--- src/rtl/mux_n_1_rr_reg.sv ---
// -----------------------------------------------------------------------------
// mux_n_1_rr_reg
//
// N-input, WIDTH-bit selector feeding a single registered output stage.
// Producers present data with valid/ready; one channel is granted per cycle
// either by a host-driven index (mode=0) or by round-robin arbitration among
// the valid channels (mode=1). The output is a one-entry register that can be
// drained and reloaded in the same cycle, so a busy stream moves one word per
// clock with no bubbles.
//
// Parameters
//   WIDTH : data width per channel
//   N     : number of input channels (2..16)
//   SELW  : index width, ceil(log2(N))
//
// Ports
//   clk       in   rising-edge clock
//   rst_n     in   asynchronous active-low reset
//   mode      in   0 = fixed select, 1 = round-robin
//   sel       in   channel index used in fixed-select mode
//   in_data   in   packed channel data, channel k at [k*WIDTH +: WIDTH]
//   in_valid  in   per-channel valid
//   in_ready  out  per-channel ready (combinational, at most one bit set)
//   out_data  out  registered selected data
//   out_src   out  registered index of the channel that produced out_data
//   out_valid out  registered output valid
//   out_ready in   consumer ready
// -----------------------------------------------------------------------------
module mux_n_1_rr_reg #(
    parameter int WIDTH = 5,
    parameter int N     = 4,
    parameter int SELW  = 2
) (
    input  logic                 clk,
    input  logic                 rst_n,
    input  logic                 mode,
    input  logic [SELW-1:0]      sel,
    input  logic [N*WIDTH-1:0]   in_data,
    input  logic [N-1:0]         in_valid,
    output logic [N-1:0]         in_ready,
    output logic [WIDTH-1:0]     out_data,
    output logic [SELW-1:0]      out_src,
    output logic                 out_valid,
    input  logic                 out_ready
);

    // Registered state
    logic [WIDTH-1:0] out_data_q,  out_data_d;
    logic [SELW-1:0]  out_src_q,   out_src_d;
    logic             out_valid_q, out_valid_d;
    logic [SELW-1:0]  rr_ptr_q,    rr_ptr_d;

    // Arbitration
    logic             grant;
    logic [SELW-1:0]  grant_idx;
    logic [SELW:0]    cand;       // one extra bit so rr_ptr+offset never overflows before the wrap
    logic             can_load;
    logic             load;

    logic [WIDTH-1:0] ch_data [N];

    genvar gi;
    generate
        for (gi = 0; gi < N; gi++) begin : g_unpack
            assign ch_data[gi] = in_data[gi*WIDTH +: WIDTH];
        end
    endgenerate

    // Gated by rst_n so no producer sees ready while reset is held.
    assign can_load = rst_n && (!out_valid_q || out_ready);
    assign load     = can_load && grant;

    // Grant selection. In round-robin mode the scan runs from the farthest
    // offset down to offset 0, so the last hit (closest to rr_ptr) wins.
    always_comb begin
        grant     = 1'b0;
        grant_idx = '0;
        cand      = '0;
        if (!mode) begin
            if (int'(sel) < N) begin
                grant     = in_valid[sel];
                grant_idx = sel;
            end
        end else begin
            for (int off = N - 1; off >= 0; off--) begin
                cand = {1'b0, rr_ptr_q} + (SELW+1)'(off);
                // Explicit wrap at N so non-power-of-two N never indexes past N-1.
                if (cand >= (SELW+1)'(N)) begin
                    cand = cand - (SELW+1)'(N);
                end
                if (in_valid[cand[SELW-1:0]]) begin
                    grant     = 1'b1;
                    grant_idx = cand[SELW-1:0];
                end
            end
        end
    end

    generate
        for (gi = 0; gi < N; gi++) begin : g_ready
            assign in_ready[gi] = load && (grant_idx == SELW'(gi));
        end
    endgenerate

    // Next-state for the output register and round-robin pointer.
    always_comb begin
        out_data_d  = out_data_q;
        out_src_d   = out_src_q;
        out_valid_d = out_valid_q;
        rr_ptr_d    = rr_ptr_q;
        if (load) begin
            out_data_d  = ch_data[grant_idx];
            out_src_d   = grant_idx;
            out_valid_d = 1'b1;
            if (mode) begin
                if (grant_idx == SELW'(N - 1)) begin
                    rr_ptr_d = '0;
                end else begin
                    rr_ptr_d = grant_idx + SELW'(1);
                end
            end
        end else if (out_valid_q && out_ready) begin
            // Drained with nothing to replace it: data/src keep last value.
            out_valid_d = 1'b0;
        end
    end

    always_ff @(posedge clk or negedge rst_n) begin
        if (!rst_n) begin
            out_data_q  <= '0;
            out_src_q   <= '0;
            out_valid_q <= 1'b0;
            rr_ptr_q    <= '0;
        end else begin
            out_data_q  <= out_data_d;
            out_src_q   <= out_src_d;
            out_valid_q <= out_valid_d;
            rr_ptr_q    <= rr_ptr_d;
        end
    end

    assign out_data  = out_data_q;
    assign out_src   = out_src_q;
    assign out_valid = out_valid_q;

endmodule

--- config.mk ---
export PLATFORM = sky130hd
export DESIGN_NAME = mux_n_1_rr_reg
export DESIGN_NICKNAME = d
export VERILOG_FILES = /design/src/rtl/mux_n_1_rr_reg.sv
export SDC_FILE = /design/constraint.sdc
export NUM_CORES = 1
export LEC_CHECK = 0
export CAP_MARGIN = 0
export CORE_MARGIN = 2
export CORE_UTILIZATION = 35
export DETAILED_ROUTE_END_ITERATION = 10
export GPL_ROUTABILITY_DRIVEN = 0
export GPL_TIMING_DRIVEN = 1
export PLACE_DENSITY = 0.82
export SLEW_MARGIN = 0
export SYNTH_ARGS = -nofsm -noshare
export SYNTH_HDL_FRONTEND = slang
export SYNTH_SLANG_ARGS = --single-unit
--- constraint.sdc ---
create_clock -name clk -period 2.1 [get_ports clk]
set_input_delay 0.315 -clock clk [delete_from_list [all_inputs] [get_ports clk]]
set_output_delay 0.315 -clock clk [all_outputs]
set_load 0.02 [all_outputs]
Word level (Yosys, flattened, before mapping)
Index checks and enable logic that the tools add are counted.
{"block": "totals", "reg_bits": 10, "in_bits": 30, "wordCells": 72}
{"block": "classes", "addsub": 8, "n_lt_le_gt_ge": 10, "eq_ne": 3, "n_mux": 34, "bitwise_logic": 1, "n_reduce_logical": 12}
{"op": "$mux 2", "n": 14}
{"op": "$lt 2x3->1 const B", "n": 5}
{"op": "$ge 3x3->1 const B", "n": 4}
{"op": "$mux 1", "n": 12}
{"op": "$bmux 1 s2", "n": 5}
{"op": "$bmux 5 s2", "n": 1}
{"op": "$mux 5", "n": 2}
{"op": "$sub 2x1->2 const B", "n": 4}
{"op": "$logic_and 1x1->1", "n": 7}
{"op": "$add 2x2->3 const B", "n": 2}
{"op": "$eq 2x2->1 const B", "n": 2}
{"op": "$add 2x1->3 const B", "n": 1}
{"op": "$ge 2x3->1 const B", "n": 1}
{"op": "$not 2->3", "n": 1}
{"op": "$add 2x1->2 const B", "n": 1}
{"op": "$eq 2x1->1 const B", "n": 1}
{"op": "$logic_not 2->1", "n": 1}
{"op": "$reduce_and 2->1", "n": 1}
{"op": "$reduce_bool 2->1", "n": 1}
{"op": "$logic_not 1->1", "n": 1}
{"op": "$logic_or 1x1->1", "n": 1}

Longest topological paths before layout
{"block": "depth", "ltp_word": 15, "mapped_depth": 9, "ltp_nobuf": 5}

Worst setup path before layout
Ideal clock, no wire load.
{"block": "synth_timing", "path_kind": "register to output", "start": "register rr_ptr_q[1]", "end": "output in_ready[3]", "arrival_time_ns": 2.213, "t_required_ns": 1.785, "setup_slack_ns": -0.428, "path_stages_with_launch": 8, "n_path_buf": 3, "cell_sequence": "dfrtp_1 -> nand2b_1 -> or4b_1 -> clkbuf_1 -> and3_4 -> buf_6 -> buf_2 -> nor3b_1"}
{"block": "synth_between", "elab_chain_len": 13, "elab_cells_between_ends": 40, "cone_classes": "7 x add/sub; 4 x order compare; 1 x eq/ne; 26 x mux; 2 x reduce/logical"}
{"element": "from (decl)", "line_no": "51", "rtl": "logic [SELW-1:0] rr_ptr_q, rr_ptr_d;"}
{"element": "from (signal assigned)", "line_no": "138", "rtl": "rr_ptr_q <= rr_ptr_d;"}
{"element": "$add 2x2->3", "line_no": "86", "rtl": "cand = {1'b0, rr_ptr_q} + (SELW+1)'(off);"}
{"element": "$ge 3x3->1 / $sub 2x1->2 (equally long branches)", "line_no": "88, 89"}
{"element": "$mux 2", "line_no": "88", "rtl": "if (cand >= (SELW+1)'(N)) begin"}
{"element": "$mux 2", "line_no": "79", "rtl": "if (!mode) begin"}
{"element": "$bmux 1 s2", "line_no": "91", "rtl": "if (in_valid[cand[SELW-1:0]]) begin"}
{"element": "$mux 1 (implied by the code)", "line_no": "91"}
{"element": "$mux 2 / $mux 1 (equally long branches) (4 in series)", "line_no": "91"}
{"element": "$mux 2 / $mux 1 (equally long branches)", "line_no": "79"}
{"element": "$eq 2x2->1 / $logic_and 1x1->1 (equally long branches)", "line_no": "101, 71"}
{"element": "$logic_and 1x1->1 *", "line_no": "101", "rtl": "assign in_ready[gi] = load && (grant_idx == SELW'(gi));"}
{"element": "to (decl)", "line_no": "40", "rtl": "output logic [N-1:0] in_ready,"}
Mark *: on every way between the ends. The rest lies on a longest branch, timed or not. The select of a mux whose other input is x is not followed.

Worst setup path after layout
Ends and elaborated chain as after synthesis.

==> metrics <==
Layout area overhead=86.0%; top cell type's share of synthesized area=30.4%; post-route setup slack=-0.0541 ns; pwr/cell area=696 nW/um2; final slew viol count=0; failing checks=negative setup slack; Final Skew=about 0.0045 ns; CTS Sinks=10; TritonCTS Buffers=3; Main synth FF type=dfrtp_1; Final nets=190; GRT overflow=0; Worst R2R Path Depth=6; DR vias=981; FP Rows=17; Crit path arrival time=1.84 ns; Initial Utilization=a little under two fifths; DP HPWL=2.02 mm; Ys Warns=0; RSZ-0062 raised after global routing=true; register area share after synthesis=30.4%; Slew @ Worst Pin=0.340 ns; syn_area_per_cell=8.39 um2; ys async rst share=100%; final core occ=69.1%; Routed wire per std cell=~14 um; Syn Nets=~130; Final ANT Viol Nets=0; PortBufs=41; area leader, netlist=dfrtp_1; Synth Instances=98; most common cell after layout, fill and taps aside=clkdlybuf4s50_1; number of synthesized flops with an enable pin=0; largest net degree at the start of global routing=12; Post-Route WL=2.67 mm; depth of the CTS H-tree=1; Worst-path clk slew=0.06 ns; Crit Path Class=reg2out; CTS tree=built; GR Util met3=3.71%; global-route wire length before repair=4.18 mm; crit start category=register; Core ar.=about 2200 um2; CP Capture Type=primary output; Setup-failing EPs final=3; synthesized area=822 um2; clock root cell=clkbuf_4; largest fanout on the critical path=5; Setup TNS=-0.108 ns; met1 usage=20.2%; layout cells sized above 1=28.5%; ant diodes=0; Tot GR Track Use=around a fifth; final hold viol count=0; Via density=5.27; Max-Cap Viols=0; DR DRC count=0; HP Class=in2async; WP data required=1.78 ns; Slew headroom=between 70% and 80%; leakage=0.000655 uW; ranking of synthesized cells by area=dfrtp_1 30%, mux2i_1 9.7%, a2111oi_0 5.3%, a211oi_1 4.6%, a31oi_1 4.6%; period utilisation layout=103%; antenna violations before repair=0; Synth Register Bits=10; DRT Pass-1 Iters=4; M2 GR Usage=42.1%; Die H=52.5 um; Max Clk Rate=approximately 460 MHz; die footprint=roughly 2800 um2; worst skew pair latency=0.26 ns; commonest cells after routing, fill and taps aside=31 x clkdlybuf4s50_1, 22 x buf_4, 10 x dfrtp_1; status=finished, violations left; Die W=52.5 um; Tmin final=approximately 2.2 ns; Distinct cells, synth=34; FILL cells=approximately 190; peak-usage layer in the global routing report=met2; CTS max path bufs=2; I/O pin cnt=42; Max IR drop VDD=between 0.5 and 0.6 mV; DR iter-0 viols=25; vias in the first global route=~1000
==> repair_timing <==
item,in CTS,in global routing
setup endpoints to repair,10,9
hold buffers,0,0
buffers inserted,1,2
pin swaps,6,1
resized for setup,45,5
==> synth_stat cells (2+ instances only) <==
master,instances
a2111oi_0,5
a211oi_1,5
a21o_1,2
a21oi_1,2
a31oi_1,6
buf_2,4
clkbuf_1,3
dfrtp_1,10
inv_1,7
mux2i_1,8
nand2_1,5
nand2b_1,5
nor2_1,8
nor2b_1,3
nor3_1,3
nor3b_1,4
==> worst max-delay path, stage by stage (launching register included) <==
cell and delay [ns]:
dfrtp_1 0.40, nand2b_4 0.15, or4b_4 0.49, and3_4 0.23
nor3b_4 0.18, buf_6 0.14
==> cell type report <==
class                           count  area [um2]  share of cell area (%)
Clock buffer                        3        22.5                    1.47
Timing Repair Buffer               65         592                    38.7
Inverter                            7        26.3                    1.72
Multi-Input combinational cell     73         603                    39.4
Sequential cell                    10         250                    16.4
Tap cell                           28        35.0                    2.29
==> kinds of logic after synthesis <==
| group | share of synthesized area, % |
|---|---|
| AO/OA/AOI/OAI | 27.1 |
| XOR/XNOR | 1.07 |
| buffers and inverters | 8.37 |
| flip-flops | 30.4 |
| multiplexers | 9.74 |
| AND/OR/NAND/NOR | 23.3 |
==> per-layer routing <==
layer / up-vias / routed length (um)
met5: - / 0
met4: 0 / 0
met3: 0 / 125
met2: 28 / 1520
met1: 464 / 1030
li1: 489 / -
==> state kept, by name, summed over array words and instances, names as in the netlist <==
name and count:
out_valid 1, out_data 5, out_src 2, rr_ptr_q 2
==> power by group <==
group	internal [uW]	switching (uW)	leakage [uW]	total, uW
Combinational	335	310	0.000527	644
Clock	66.0	61.6	0.0000138	128
Sequential	255	37.2	0.000115	292
Total	655	408	0.000655	1060
==> stage by stage <==
step / instances / hold slack, ns / worst slack, ns / power (uW) / instance area, um2
final: 186 / 0.370 / -0.0541 / 1060 / 1530
after global routing: 186 / 0.386 / -0.131 / 1130 / 1530
after CTS: 184 / 0.373 / -0.0561 / 1050 / 1510
after detailed placement: 180 / 0.471 / -0.819 / 881 / 1410
after global placement: 180 / 0.474 / -0.734 / 866 / 1410
after floorplan: 98 / 0.0194 / -0.0665 / 619 / 865
==> path summary, 6_finish.rpt <==
kind | start | endpoint | slack, ns
max | rr_ptr_q[1] | in_ready[3] | -0.05
min | rst_n | out_src[0] | 0.37
max reg2reg | rr_ptr_q[1] | out_data[2] | 0.01
min reg2reg | out_src[1] | out_src[1] | 0.49
max in group asynchronous | rst_n | out_data[2] | 1.58
min in group clk | out_src[1] | out_src[1] | 0.49
Note: power is estimated with default switching activity, not from simulation.
